<file path="config.mk">
export PLATFORM = sky130hd
export DESIGN_NAME = ps2_rx
export DESIGN_NICKNAME = d
export VERILOG_FILES = /design/src/rtl/ps2_rx.sv
export SDC_FILE = /design/constraint.sdc
export NUM_CORES = 1
export LEC_CHECK = 0
export CORE_MARGIN = 5
export CORE_UTILIZATION = 30
export DETAILED_ROUTE_END_ITERATION = 10
export PLACE_DENSITY = 0.56
export RECOVER_POWER = 50
export SLEW_MARGIN = 30
export SYNTH_ARGS = -nofsm -noshare
export SYNTH_HDL_FRONTEND = slang
export SYNTH_SLANG_ARGS = --single-unit
</file>
<file path="constraint.sdc">
create_clock -name clock -period 2.15 [get_ports clock]
set_input_delay 0.215 -clock clock [delete_from_list [all_inputs] [get_ports clock]]
set_output_delay 0.215 -clock clock [all_outputs]
set_load 0.01 [all_outputs]
</file>
<file path="src/rtl/ps2_rx.sv">
// PS/2 keyboard receiver: synchronise and filter the lines, deframe 11-bit frames and fold the
// E0/F0/E1 prefixes into single key events. Optional parity check when PS2_PARITY_EN is defined.
module ps2_rx #(
  parameter int unsigned FILTER  = 8,
  parameter int unsigned TIMEOUT = 5600
) (
  input  logic       clock,
  input  logic       reset,
  input  logic       ps2ck,
  input  logic       ps2d,
  output logic       kstb,
  output logic       make,
  output logic [7:0] code,
  output logic       ext
);

  localparam int unsigned FW = $clog2(FILTER + 1);
  localparam int unsigned TW = $clog2(TIMEOUT + 1);

  typedef enum logic [1:0] {StIdle, StData, StParity, StStop} state_e;

  state_e state_q, state_d;

  // Index 0 = ps2ck, index 1 = ps2d.
  logic [1:0]    raw, sync1_q, sync2_q, flt_q, acc;
  logic [FW-1:0] cnt_q [2];
  logic          fall, din;

  logic [7:0]    shreg_q;
  logic [2:0]    bitcnt_q;
  logic [TW-1:0] timer_q;
  logic          timeout;
  logic          shift_en, frame_ok;
  logic          done_q;

  logic          kstb_q, make_q, ext_q, extf_q, brkf_q;
  logic [7:0]    code_q;
  logic [2:0]    pausec_q;
  logic          par_bad;

  assign raw = {ps2d, ps2ck};

  always_comb begin
    for (int i = 0; i < 2; i++) begin
      acc[i] = (sync2_q[i] != flt_q[i]) && (cnt_q[i] == FW'(FILTER - 1));
    end
  end

  always_ff @(posedge clock or negedge reset) begin
    if (!reset) begin
      sync1_q <= 2'b11;
      sync2_q <= 2'b11;
      flt_q   <= 2'b11;
      for (int i = 0; i < 2; i++) cnt_q[i] <= '0;
    end else begin
      sync1_q <= raw;
      sync2_q <= sync1_q;
      for (int i = 0; i < 2; i++) begin
        if (sync2_q[i] != flt_q[i]) begin
          if (acc[i]) begin
            flt_q[i] <= sync2_q[i];
            cnt_q[i] <= '0;
          end else begin
            cnt_q[i] <= cnt_q[i] + 1'b1;
          end
        end else begin
          cnt_q[i] <= '0;
        end
      end
    end
  end

  assign fall    = acc[0] & flt_q[0];
  assign din     = flt_q[1];
  assign timeout = (state_q != StIdle) && (timer_q == TW'(TIMEOUT));

  // FSM: state register
  always_ff @(posedge clock or negedge reset) begin
    if (!reset) state_q <= StIdle;
    else        state_q <= state_d;
  end

  // FSM: next state; a stop-bit fall beats a coincident timeout
  always_comb begin
    state_d = state_q;
    if (fall) begin
      unique case (state_q)
        StIdle:   if (!din) state_d = StData;
        StData:   if (bitcnt_q == 3'd7) state_d = StParity;
        StParity: state_d = StStop;
        StStop:   state_d = StIdle;
        default:  state_d = StIdle;
      endcase
    end else if (timeout) begin
      state_d = StIdle;
    end
  end

  // FSM: outputs
  always_comb begin
    shift_en = fall && (state_q == StData);
    frame_ok = fall && (state_q == StStop) && din;
  end

  always_ff @(posedge clock or negedge reset) begin
    if (!reset) begin
      shreg_q  <= '0;
      bitcnt_q <= '0;
      timer_q  <= '0;
      done_q   <= 1'b0;
    end else begin
      done_q <= frame_ok;
      if (state_q == StIdle)  bitcnt_q <= '0;
      else if (shift_en)      bitcnt_q <= bitcnt_q + 1'b1;
      if (shift_en)           shreg_q  <= {din, shreg_q[7:1]};
      if (fall || state_q == StIdle) timer_q <= '0;
      else if (!timeout)             timer_q <= timer_q + 1'b1;
    end
  end

`ifdef PS2_PARITY_EN
  logic par_q;
  always_ff @(posedge clock or negedge reset) begin
    if (!reset)                             par_q <= 1'b0;
    else if (fall && state_q == StParity)   par_q <= din;
  end
  assign par_bad = ~^{shreg_q, par_q};
`else
  assign par_bad = 1'b0;
`endif

  // Completed-byte decode, one clock after the stop-bit fall
  always_ff @(posedge clock or negedge reset) begin
    if (!reset) begin
      kstb_q   <= 1'b0;
      make_q   <= 1'b1;
      code_q   <= 8'h00;
      ext_q    <= 1'b0;
      extf_q   <= 1'b0;
      brkf_q   <= 1'b0;
      pausec_q <= '0;
    end else begin
      kstb_q <= 1'b0;
      if (done_q) begin
        if (par_bad) begin
          extf_q   <= 1'b0;
          brkf_q   <= 1'b0;
          pausec_q <= '0;
        end else if (pausec_q != 3'd0) begin
          pausec_q <= pausec_q - 1'b1;
        end else if (shreg_q == 8'hE0) begin
          extf_q <= 1'b1;
        end else if (shreg_q == 8'hF0) begin
          brkf_q <= 1'b1;
        end else if (shreg_q == 8'hE1) begin
          pausec_q <= 3'd7;
        end else if (!extf_q && !brkf_q &&
                     (shreg_q inside {8'hAA, 8'hFA, 8'hFE, 8'hEE, 8'h00, 8'hFF})) begin
          kstb_q <= 1'b0;
        end else begin
          kstb_q <= 1'b1;
          code_q <= shreg_q;
          make_q <= ~brkf_q;
          ext_q  <= extf_q;
          extf_q <= 1'b0;
          brkf_q <= 1'b0;
        end
      end
    end
  end

  assign kstb = kstb_q;
  assign make = make_q;
  assign code = code_q;
  assign ext  = ext_q;

endmodule
</file>
Word level (Yosys, flattened, before mapping)
Index checks and enable logic that the tools add are counted.
W data, S select, Z words.
- bits of input ports: 4
- bits in registers: 57
- word-level logic and storage cells: 111
- mux-type cells: 28
- equality and inequality tests: 27
- reduce and logical (&&, ||, !) cells: 26
- add/sub/neg operators: 5
- bitwise gates (word level): 7
- operators by type and width (cell ; number):
    $eq A8 B8 Y1 const B ; 8
    $mux W13 ; 2
    $mux W3 ; 6
    $mux W4 ; 4
    $ne A2 B2 Y1 const B ; 7
    $add A13 B1 Y13 const B ; 1
    $eq A13 B13 Y1 const B ; 1
    $mux W1 ; 11
    $reduce_and A5 Y1 ; 2
    $add A4 B1 Y4 const B ; 2
    $eq A4 B3 Y1 const B ; 2
    $logic_and A1 B1 Y1 ; 8
    $logic_not A8 Y1 ; 1
    $mux W2 ; 4
    $pmux W2 S4 ; 1
    $reduce_bool A2 Y1 ; 4
    $ne A3 B3 Y1 const B ; 2
    $not A1 Y1 ; 6
    $reduce_and A6 Y1 ; 1
    $reduce_bool A6 Y1 ; 1
    $eq A2 B2 Y1 const B ; 2
    $reduce_and A2 Y1 ; 2
    $reduce_and A4 Y1 ; 1
    $add A3 B1 Y3 const B ; 1
    11 further kinds ; 13

Longest topological paths before layout
- depth in word-level cells: 9
- depth in mapped cells: 7

Worst setup path before layout
No wires, ideal clock.
- path type: reg-to-reg
- start point: register state_q[0]
- end point: register timer_q[2]
- buffers on the path: 1
- setup slack: 0.075 ns
- required time: 2.077 ns
- stages on the path, launching flop included: 8
- data arrival time: 2.002 ns
- setup time: 0.073 ns
- cells stage by stage: dfrtp_1 > inv_1 > ha_1 > or4_1 > or4_1 > buf_2 > a21bo_1 > a21oi_2
- word-level cells in the longest chain between the ends: 3
- elaborated cells on any way between the ends: 6
- classes of those cells: 1 x eq/ne; 1 x mux; 4 x reduce/logical
- RTL lines (what ; RTL line ; text):
    from (decl) ; 22 ; state_e state_q, state_d;
    from (signal assigned) ; 79 ; if (!reset) state_q <= StIdle;
    from (signal assigned) ; 80 ; else state_q <= state_d;
    $reduce_bool A2 Y1 / $logic_not A2 Y1 (equally long branches) ; 75, 116 ;
    $logic_and A1 B1 Y1 / $logic_or A1 B1 Y1 (equally long branches) ; 75, 116 ;
    $ne A2 B1 Y1 (no source line) / $mux W13 (equally long branches) ; - ;
    to (signal assigned) ; 117 ; else if (!timeout) timer_q <= timer_q + 1'b1;
    to (decl) ; 31 ; logic [TW-1:0] timer_q;
Several ways; a longest one is shown, not always the timed one.
A chain may end at the register's enable or synchronous reset.

Final worst setup path
- start point: register state_q[1]
- end point: register timer_q[2]
Same word-level chain as after synthesis.

==> results.toml <==
[pwr]
pwr-share-seq_pct = 50.5
leakage_nw = 1.39
vdd_drop_max_uv = 420
power.density_nw_per_um2 = 746
p_sw_w = 0.000557
p_comb_share_pct = 7.2
p_sw_share_pct = 23.3
power.internal_w = 0.00183
clockPowerShare_pct = 42.3

[finish]
diodes = 0
syn2layout_area_growth_pct = 21.5
final_util_pct = 37.1
drive_above_1_share_pct = 21.9
n_fill_cell = 872
multiInputGateArea_um2 = 1120
fin_cells = 382
fin_nets = 285
regArea_um2 = 1440

[critical_path]
critPathMaxStageDelay_ps = 510
cp.arrival_ps = 2290
timing.rr.start = "state_q[1]"
cp-start-kind = "register"
crit_chain = "inv_1, ha_1, or4_1, or4_4, a21bo_1, a21oi_2"
required_ps = 2400
r2r_slack_ps = 110
r2r_cells = 6
path_class = "register to register"
critical-path-top-delay-family = "simple AND/OR/NAND/NOR gates"
r2r-end = "timer_q[2]"
critPathSlowestCell = "or4_1"
cp.buffers_inverters = 1
cp-end-kind = "register"
crit_fanout = 5

[route]
ant_nets = 0
dr.pass1.iters = 4
vias = 1801
routedWlPerCell_um = 12.0
drc = 0
vias_per_cell = 4.71
dr.first_iter.drc_count = 41
wl_um = 4580

[clock_tree]
clk_pin_slew_ps = 70
cts.path.max_buffers = 2
htreeDepth = 3
root_buffer = "clkbuf_8"
post_cts_buffers = 0
clock_latency_ps = 320
clock_sinks = 57
cts_tree = "yes"
cts-buffers-inserted = 9

[synthesis]
yosysSeqAreaShare_pct = 54.5
ys_types = 48
synth_edf_count = 0
syn_nets = 250
synth_top_area_share_pct = 47.5
syn_avg_cell_area_um2 = 11.3
ys_warn_count = 0
syn_area_um2 = 2630
synth_area_leaders = "dfrtp_1, dfstp_2, mux2_2, ha_1, nor2_1"
syn_inst = 234
synth_top_cell_by_area = "dfrtp_1"
async_flop_share_pct = 100
yosys_most_used_dff = "dfrtp_1"
ys_ff_latch = 57

[run_status]
outcome = "finished, final reports clean"

[timing]
finalCritPeriodShare_pct = 95.0
skew_ps = 8.72
hold_viol_final = 0
grt_setup_unrepaired = "false"
fin_crit_ps = 2040
worst_pin_slew_ps = 1390
fmax_ghz = 0.490
slew_headroom_pct = 7.26
slew_violations = 0
setup_viol = 0

[floorplan]
initial_core_util_pct = 30.5
fp.dieArea_um2 = 10800
die_w_um = 104
core_area_um2 = 8640
die-height_um = 104
ioPinCount = 15
rows = 34

[global_routing]
grt_pass1_vias = 1829
grt_pass1_wl_um = 8350
antenna_found_initial = 0
grt_usage_pct = 9.22
grt_max_degree = 58
overflow = 0

[place]
dp_cells = 366
io_buffers = 14
dp_hpwl_um = 3190
place.gp.congestion = 0.766

[flow_run]
cap_violations = 0

[min_path]
hold_path.class = "input pin to async pin"
-- cells by family (layout without fill, tap and decap cells) --
family                     count (synthesis)  in the layout  synth area share (%)
AOI/OAI and AO/OA                         32             32                  8.46
adders and majority gates                 12             12                  5.70
buffers and inverters                     19             59                  3.18
DFF                                       57             57                  54.5
muxes                                     17             17                  7.17
and+or+nand+nor                           83             83                  16.3
xor gates and xnor gates                  14             14                  4.66
-- sequential cells by signal (all words and copies together) (netlist names), 2 cells and up --
name,flops
code,8
shreg_q,8
state_q,2
sync1_q,2
sync2_q,2
timer_q,13
flt_q,2
cnt_q,8
bitcnt_q,3
pausec_q,3
-- how the worst max path moves through the flow --
stage | start | to | slack, ps | cells after the start
5_1_grt | state_q[1] | timer_q[2] | 1 | 6
2_1_floorplan | state_q[0] | timer_q[2] | 70 | 7
3_5_place_dp | pausec_q[0] | code[6] | -70 | 6
4_1_cts | state_q[1] | timer_q[2] | 90 | 6
6_report | state_q[1] | timer_q[2] | 110 | 6
3_3_place_gp | shreg_q[2] | code[6] | 3 | 4
-- layout make-up --
cell class	instances	share of cell area (%)
multi-input cells	158	35.1
clock inverters	4	1.60
repair buffers	30	7.90
clock buffers	12	4.85
well taps	108	4.22
flip-flops and latches	57	44.8
inverters	13	1.52
-- through the flow --
stage	cell area, um^2	TNS, ps	worst slack (ps)	power [W]	hold WS, ps
after floorplan	2630	0	74.9	0.00134	-80.6
after global placement	2990	0	3.46	0.00140	347
after detailed placement	2990	-372	-72.8	0.00141	349
after CTS	3200	0	89.3	0.00244	45.6
after global routing	3200	0	1.12	0.00252	364
final	3200	0	108	0.00239	296
-- synthesized netlist by cell type, types with 4 or more instances --
| cell | n |
|---|---|
| nor2_1 | 21 |
| xnor2_1 | 8 |
| and3_1 | 4 |
| o21ai_0 | 6 |
| inv_1 | 13 |
| nand2_1 | 16 |
| dfrtp_1 | 50 |
| mux2_2 | 15 |
| a21oi_1 | 8 |
| nand3_1 | 10 |
| nand4_1 | 5 |
| dfstp_2 | 7 |
| nor3_1 | 6 |
| ha_1 | 12 |
| xor2_1 | 6 |
-- power by group through the flow --
stage / logic (W) / clock network [W] / registers (W)
2_1_floorplan: 0.000125 / 0 / 0.00121
3_3_place_gp: 0.000174 / 0 / 0.00123
3_5_place_dp: 0.000177 / 0 / 0.00123
4_1_cts: 0.000179 / 0.00105 / 0.00121
5_1_grt: 0.000210 / 0.00110 / 0.00121
6_report: 0.000171 / 0.00101 / 0.00121
-- cell usage in the layout, fill, tap and decap left out, types with 6 or more instances in the layout --
cell type        netlist  routed
clkdlybuf4s50_1        0      11
nor2_1                21      21
xor2_1                 6       6
clkbuf_8               0      11
mux2_2                15      15
dfrtp_1               50      50
dfstp_2                7       6
nand2_1               16      16
nand3_1               10      10
ha_1                  12      12
xnor2_1                8       8
a21oi_1                8       8
inv_1                 13      13
o21ai_0                6       6
buf_4                  1      15
nor3_1                 6       6
-- layer usage --
metal  up-vias  share of wire (%)  track usage [%]
met4         0                1.1             2.22
met3         6                4.7             4.29
met5         -                  0                0
li1        892                  -                -
met2        26                 47             14.6
met1       877                 47             11.5
-- what timing repair did --
item                                   CTS  global route
endpoints found under the hold margin    0             0
resized for setup                        2             0
setup endpoints to repair                7             0
hold buffers                             0             0
Note: power is estimated with default switching activity, not from simulation.
